[src/rtl/stream_demux_pkg.sv]
// Shared constants for the stream demultiplexer.
// Counter width and default geometry live here.
package stream_demux_pkg;

  localparam int CNT_W      = 16;
  localparam int DATA_W_DEF = 8;
  localparam int N_OUT_DEF  = 4;
  localparam int N_OUT_MIN  = 2;
  localparam int N_OUT_MAX  = 16;

endpackage

[src/rtl/stream_demux_slot.sv]
// One output channel register: data plus valid flag.
// Push wins over pop so a same-cycle refill never bubbles.
module stream_demux_slot
  import stream_demux_pkg::*;
#(
  parameter int DATA_W = DATA_W_DEF
) (
  input  logic              clk,
  input  logic              rst_n,
  input  logic              push,
  input  logic              pop,
  input  logic [DATA_W-1:0] din,
  output logic              valid,
  output logic [DATA_W-1:0] dout
);

  // Valid tracks occupancy; push refills, pop alone empties.
  always_ff @(posedge clk or negedge rst_n) begin
    if (!rst_n) begin
      valid <= 1'b0;
    end else if (push) begin
      valid <= 1'b1;
    end else if (pop) begin
      valid <= 1'b0;
    end
  end

  // Data only moves on push, so it is stable while held.
  always_ff @(posedge clk or negedge rst_n) begin
    if (!rst_n) begin
      dout <= '0;
    end else if (push) begin
      dout <= din;
    end
  end

endmodule

[src/rtl/stream_demux.sv]
// Routes one input stream to N_OUT single-slot channels by in_sel.
// STREAM_DEMUX_CNT_EN adds per-channel delivered-word counters on cnt.
module stream_demux
  import stream_demux_pkg::*;
#(
  parameter  int DATA_W = DATA_W_DEF,
  parameter  int N_OUT  = N_OUT_DEF,
  localparam int SEL_W  = $clog2(N_OUT)
) (
  input  logic                     clk,
  input  logic                     rst_n,
  input  logic                     in_valid,
  output logic                     in_ready,
  input  logic [DATA_W-1:0]        in_data,
  input  logic [SEL_W-1:0]         in_sel,
  output logic [N_OUT-1:0]         out_valid,
  input  logic [N_OUT-1:0]         out_ready,
  output logic [N_OUT*DATA_W-1:0]  out_data,
  output logic                     drop
`ifdef STREAM_DEMUX_CNT_EN
  ,
  output logic [N_OUT*CNT_W-1:0]   cnt
`endif
);

  if (N_OUT < N_OUT_MIN || N_OUT > N_OUT_MAX) begin : g_bad_n
    $error("stream_demux: N_OUT out of range");
  end

  logic [SEL_W:0]   sel_x;
  logic             bad;
  logic             acc;
  logic [N_OUT-1:0] hit;
  logic [N_OUT-1:0] room;
  logic [N_OUT-1:0] push;
  logic [N_OUT-1:0] pop;
  logic [N_OUT-1:0] vld;

  // Decode the destination; out-of-range indices are always accepted.
  always_comb begin
    sel_x = {1'b0, in_sel};
    bad   = sel_x >= (SEL_W+1)'(N_OUT);
    hit   = '0;
    for (int k = 0; k < N_OUT; k++) begin
      hit[k] = sel_x == (SEL_W+1)'(k);
    end
  end

  // Handshake: a slot has room if empty or draining this cycle.
  always_comb begin
    pop      = vld & out_ready;
    room     = ~vld | out_ready;
    in_ready = bad | (|(hit & room));
    acc      = in_valid & in_ready;
    push     = hit & {N_OUT{acc}};
  end

  for (genvar k = 0; k < N_OUT; k++) begin : g_slot
    stream_demux_slot #(
      .DATA_W (DATA_W)
    ) u_slot (
      .clk   (clk),
      .rst_n (rst_n),
      .push  (push[k]),
      .pop   (pop[k]),
      .din   (in_data),
      .valid (vld[k]),
      .dout  (out_data[k*DATA_W +: DATA_W])
    );
  end

  assign out_valid = vld;

  // One-cycle pulse for each discarded out-of-range word.
  always_ff @(posedge clk or negedge rst_n) begin
    if (!rst_n) begin
      drop <= 1'b0;
    end else begin
      drop <= in_valid & bad;
    end
  end

`ifdef STREAM_DEMUX_CNT_EN
  for (genvar k = 0; k < N_OUT; k++) begin : g_cnt
    logic [CNT_W-1:0] cnt_q;

    // Count delivered words; natural wrap at the top.
    always_ff @(posedge clk or negedge rst_n) begin
      if (!rst_n) begin
        cnt_q <= '0;
      end else if (pop[k]) begin
        cnt_q <= cnt_q + 1'b1;
      end
    end

    assign cnt[k*CNT_W +: CNT_W] = cnt_q;
  end
`endif

endmodule
[config.mk]
export PLATFORM = sky130hd
export DESIGN_NAME = stream_demux
export DESIGN_NICKNAME = d
export VERILOG_FILES = /design/src/rtl/stream_demux_pkg.sv /design/src/rtl/stream_demux_slot.sv /design/src/rtl/stream_demux.sv
export SDC_FILE = /design/constraint.sdc
export NUM_CORES = 1
export LEC_CHECK = 0
export BUFFER_PORTS_ARGS = -buffer_cell sky130_fd_sc_hd__buf_2
export CAP_MARGIN = 40
export CORE_MARGIN = 8
export CORE_UTILIZATION = 49
export CTS_BUF_LIST = sky130_fd_sc_hd__clkbuf_8 sky130_fd_sc_hd__clkbuf_16
export DETAILED_ROUTE_END_ITERATION = 6
export GPL_TIMING_DRIVEN = 1
export PLACE_DENSITY = 0.81
export SETUP_SLACK_MARGIN = 0.15
export SYNTH_ARGS = -nofsm -noshare
export SYNTH_HDL_FRONTEND = slang
export SYNTH_HIERARCHICAL = 1
export SYNTH_SLANG_ARGS = --single-unit
export TNS_END_PERCENT = 100
[constraint.sdc]
create_clock -name clk -period 1.47 [get_ports clk]
set_clock_uncertainty 0.05 [all_clocks]
set_input_delay 0.147 -clock clk [delete_from_list [all_inputs] [get_ports clk]]
set_output_delay 0.147 -clock clk [all_outputs]
set_load 0.01 [all_outputs]
# Word level (Yosys, flattened, before mapping)
# Cells that the tools add are included.
# word_totals
reg_bits,36
inputBits,17
out_inout_bits,38
elab_cells,31
# op_classes
eq_ne,3
muxes,8
n_bitwise,6
n_reduce_logical,6
# op_table
cell,count
4-bit bitwise AND,3
1-bit 2-to-1 mux,8
2-bit nonzero test,4
"2-bit equality test, second input constant",2
4-bit NOT,1
4-bit bitwise OR,1
4-bit OR reduction,1
"2-bit by 1-bit equality test with 1-bit output, second input constant",1
2-bit logical NOT,1
1-bit bitwise AND,1

# Longest topological paths before layout
# logic_depth
ltp_word,7
ltp_mapped,4
ltp_nobuf,3

# Cells and area by module
# The synthesis kept the hierarchy.
# modules_own_cells
module,n_inst,cells_each,area_per_inst_um2,seq_area_each_um2
stream_demux_slot,4,20,369.1,225.2
stream_demux,1,15,140.1,0.0

# Least setup slack after synthesis
# No wires, ideal clock.
# synth_path
kind,register to register
from,reg g_slot[0].u_slot.valid
to,reg g_slot[0].u_slot.dout[0]
setup_ns,0.125
arrival_ns,1.247
t_required_ns,1.295
setup_slack_ns,0.048
path_stages_with_launch,5
path_buffers,1
synth_period_minus_slack_ns,1.422
path_cell_list,dfrtp_1 > nand2b_1 > nor4bb_1 > buf_6 > mux2_4
# synth_via
elab_chain_cells,6
# synth_lines
item,line,rtl
"start, declared",stream_demux_slot.sv:13,"output logic valid,"
"start signal, assigned",stream_demux_slot.sv:20,valid <= 1'b0;
"start signal, assigned",stream_demux_slot.sv:22,valid <= 1'b1;
"start signal, assigned",stream_demux_slot.sv:24,valid <= 1'b0;
4-bit NOT,stream_demux.sv:52,room = ~vld | out_ready;
4-bit bitwise OR,stream_demux.sv:52,
4-bit bitwise AND,stream_demux.sv:53,in_ready = bad | (|(hit & room));
4-bit OR reduction,stream_demux.sv:53,
1-bit bitwise AND,stream_demux.sv:54,acc = in_valid & in_ready;
4-bit bitwise AND,stream_demux.sv:55,push = hit & {N_OUT{acc}};
named net push[0],stream_demux.sv:35,logic [N_OUT-1:0] push;
"end signal, assigned",stream_demux_slot.sv:33,dout <= din;
"end, declared",stream_demux_slot.sv:14,output logic [DATA_W-1:0] dout
# The timed path passes the listed nets, and every way through them passes these cells.
# A chain may end at the register's enable or synchronous reset.

# Final worst setup path
# layout_path
from,reg g_slot[1].u_slot.valid
to,out in_ready
# layout_via
elab_chain_cells,4
# layout_lines
item,line,rtl
"start, declared",stream_demux_slot.sv:13,
"start signal, assigned",stream_demux_slot.sv:20,
"start signal, assigned",stream_demux_slot.sv:22,
"start signal, assigned",stream_demux_slot.sv:24,
4-bit NOT,stream_demux.sv:52,
4-bit bitwise OR,stream_demux.sv:52,
4-bit bitwise AND,stream_demux.sv:53,
4-bit OR reduction,stream_demux.sv:53,
"end, declared",stream_demux.sv:13,"output logic in_ready,"
# Every way passes these cells.

==> reports/metrics.yaml <==
outcome:
  status: "finished, violations left"
  violations: "setup timing"
timing:
  setup_tns_ns: -0.07953
  finalSetupViolations: 1
  rsz0062_at_grt: "yes"
  slew_violations: 0
  clock.fmax_ghz: 0.6454
  fin_crit_ns: 1.550
  hold_viol: 0
  period_share: 1.054
  fin_ws_ns: -0.07953
  holdWs_ns: 0.09854
drt:
  avgRoutedWirePerCell_um: 17.44
  via_per_inst: 4.744
  dr.first_iter.drc_count: 57
  num_vias: 1001
  drc: 0
  first_pass_iters: 3
  ant_nets: 0
  routed_wirelength_um: 3680
floorplanning:
  coreArea_sq_um: 3258
  rows: 21
  dieArea_sq_um: 5393
  chipWidth_um: 73.44
  die_h_um: 73.44
  initial_core_util: 0.4962
  io_pins: 55
worst_setup_path:
  cp-start-kind: "flip-flop"
  reg2reg_depth: 4
  cp-end-kind: "output port"
  critical_path.max_fanout: 2
  crit_arrival_ns: 1.35
  rrSetupSlack_ns: 0.08
  path_class: "flip-flop to output port"
  cp_data_required_time_ns: 1.27
synthesis:
  synth_cell_types: 15
  syn_area_per_cell_sq_um: 17.02
  synth_top_area_cell: "dfrtp_1"
  netlist_area_sq_um: 1617
  syn-instance-count: 95
  synth-seq-cells: 36
  yosysWarnings: 6
  syn_nets: 112
  synthTopCellsByArea: "dfrtp_1 (56%), mux2_4 (30%), buf_6 (2.8%), a21o_2 (2.2%), nand2b_4 (1.7%)"
  netlist.area_leader.share: 0.5573
  ys_seq_area_frac: 0.5573
global_routing:
  grtUsageTotal: 0.1470
  grt_max_degree: 37
  grt-ovfl-total: 0
  grt_antenna_before_repair: 0
  grt_first_pass_wirelength_um: 5802
  grt_pass1_vias: 1104
place:
  io_buffer_count: 53
  dp_slack_ns: 0.07982
  gp_congestion: 0.7379
  dp_hpwl_um: 2669
finish:
  drive_gt1_frac: 0.7152
  layout.nets: 181
  diodes: 0
  nFillCells: 269
  area_delta_synth_final_pct: 31.97
cts:
  htreeDepth: 2
  cts_tree: "built"
  cts-buffers-inserted: 5
  cts_sinks: 36
  root_buffer: "clkbuf_8"
  clock_path_buffers: 2
  insertion_delay_ns: 0.28
  clkTransAtPathRegs_ns: 0.07
min_path:
  min_path_cells: 2
  hp-class: "input pin to flip-flop"
power_and_ir_drop:
  p_per_area_nw_per_um2: 1641
  power_leakage_nw: 1.091
  fin_total_pwr_w: 0.003501
  peakVddDrop_v: 0.0007734
run:
  max_cap_viol_count: 0
[through the flow]
stage / util / std cells / area [sq um]
6_report: 0.6548 / 211 / 2133
5_1_grt: 0.6548 / 211 / 2133
4_1_cts: 0.6509 / 210 / 2121
3_5_place_dp: 0.6010 / 196 / 1958
3_3_place_gp: 0.6010 / 196 / 1958
2_1_floorplan: - / 95 / 1639
[state kept, by name, summed over array words and instances, names as in the netlist]
signal               cells
g_slot.u_slot/valid      4
g_slot.u_slot/dout      32
[cell type report]
type | count | area (sq um) | share of cell area
Clock buffer | 6 | 82.58 | 0.03871
Sequential cell | 36 | 903.4 | 0.4235
Clock inverter | 2 | 11.26 | 0.005279
Timing Repair Buffer | 67 | 397.9 | 0.1865
Multi-Input combinational cell | 50 | 665.6 | 0.3120
Tap cell | 46 | 57.56 | 0.02698
Inverter | 4 | 15.01 | 0.007038
[cells by family after synthesis]
group	after synthesis	synth area share
other	1	0.002320
AND/OR/NAND/NOR	12	0.06579
buffers and inverters	9	0.04179
AO/OA/AOI/OAI	4	0.02167
multiplexers	33	0.3111
flip-flops	36	0.5573
[timing repair]
action	in CTS	in global routing
setup endpoints to repair	33	33
hold buffers	1	0
pin swaps	1	0
gates resized for setup	5	2
setup buffers	5	1
hold endpoints to repair	36	0
[metal layers]
layer | up-vias | share of wire | GRT usage
li1 | 460 | - | -
met1 | 494 | 0.41 | 0.1723
met2 | 39 | 0.49 | 0.2324
met3 | 8 | 0.073 | 0.05184
met4 | 0 | 0.024 | 0.07317
met5 | - | 0 | 0
[synth_stat cells (all sizes together)]
library cell and count:
and2 4, dfrtp 36, nand2b 4, mux2 32
buf 5, nor4bb 1, a21o 4, conb 1
and4b 2, and4 1, mux4 1, inv 4
[report_power, final]
part / internal [W] / total, W / switching [W] / leakage (nW)
Sequential: 0.00131 / 0.00150 / 0.000193 / 0.424
Combinational: 0.000766 / 0.00129 / 0.000525 / 0.619
Clock: 0.000373 / 0.000712 / 0.000339 / 0.0486
[critical path, cell delays in order (launching register included)]
cell      delay (ns)
dfrtp_1         0.38
nand2b_1        0.08
mux4_2          0.47
buf_6           0.14
[layout by cell type (no fill, tap or decap)]
cell type,synthesis,final
a21o_2,4,4
and2_1,3,3
and2_2,1,1
and4_4,0,1
and4b_1,2,1
and4b_2,0,1
buf_2,0,52
buf_4,1,8
buf_6,4,6
clkbuf_8,0,6
clkinvlp_4,0,1
conb_1,1,1
dfrtp_1,36,34
dfrtp_2,0,2
dlygate4sd3_1,0,1
inv_1,4,5
mux2_4,32,32
mux4_2,1,1
nand2b_1,2,2
nand2b_4,2,2
nor4bb_4,0,1
[worst paths after layout]
kind	start	to
setup / recovery	g_slot[1].u_slot/valid	in_ready
hold / removal	in_data[4]	g_slot[2].u_slot/dout[4]
setup reg to reg	g_slot[0].u_slot/valid	g_slot[0].u_slot/dout[2]
hold reg to reg	g_slot[3].u_slot/dout[0]	g_slot[3].u_slot/dout[0]
max in group asynchronous	rst_n	g_slot[2].u_slot/valid
min in group asynchronous	rst_n	g_slot[2].u_slot/dout[1]
Power figures use the tool's default switching activity.
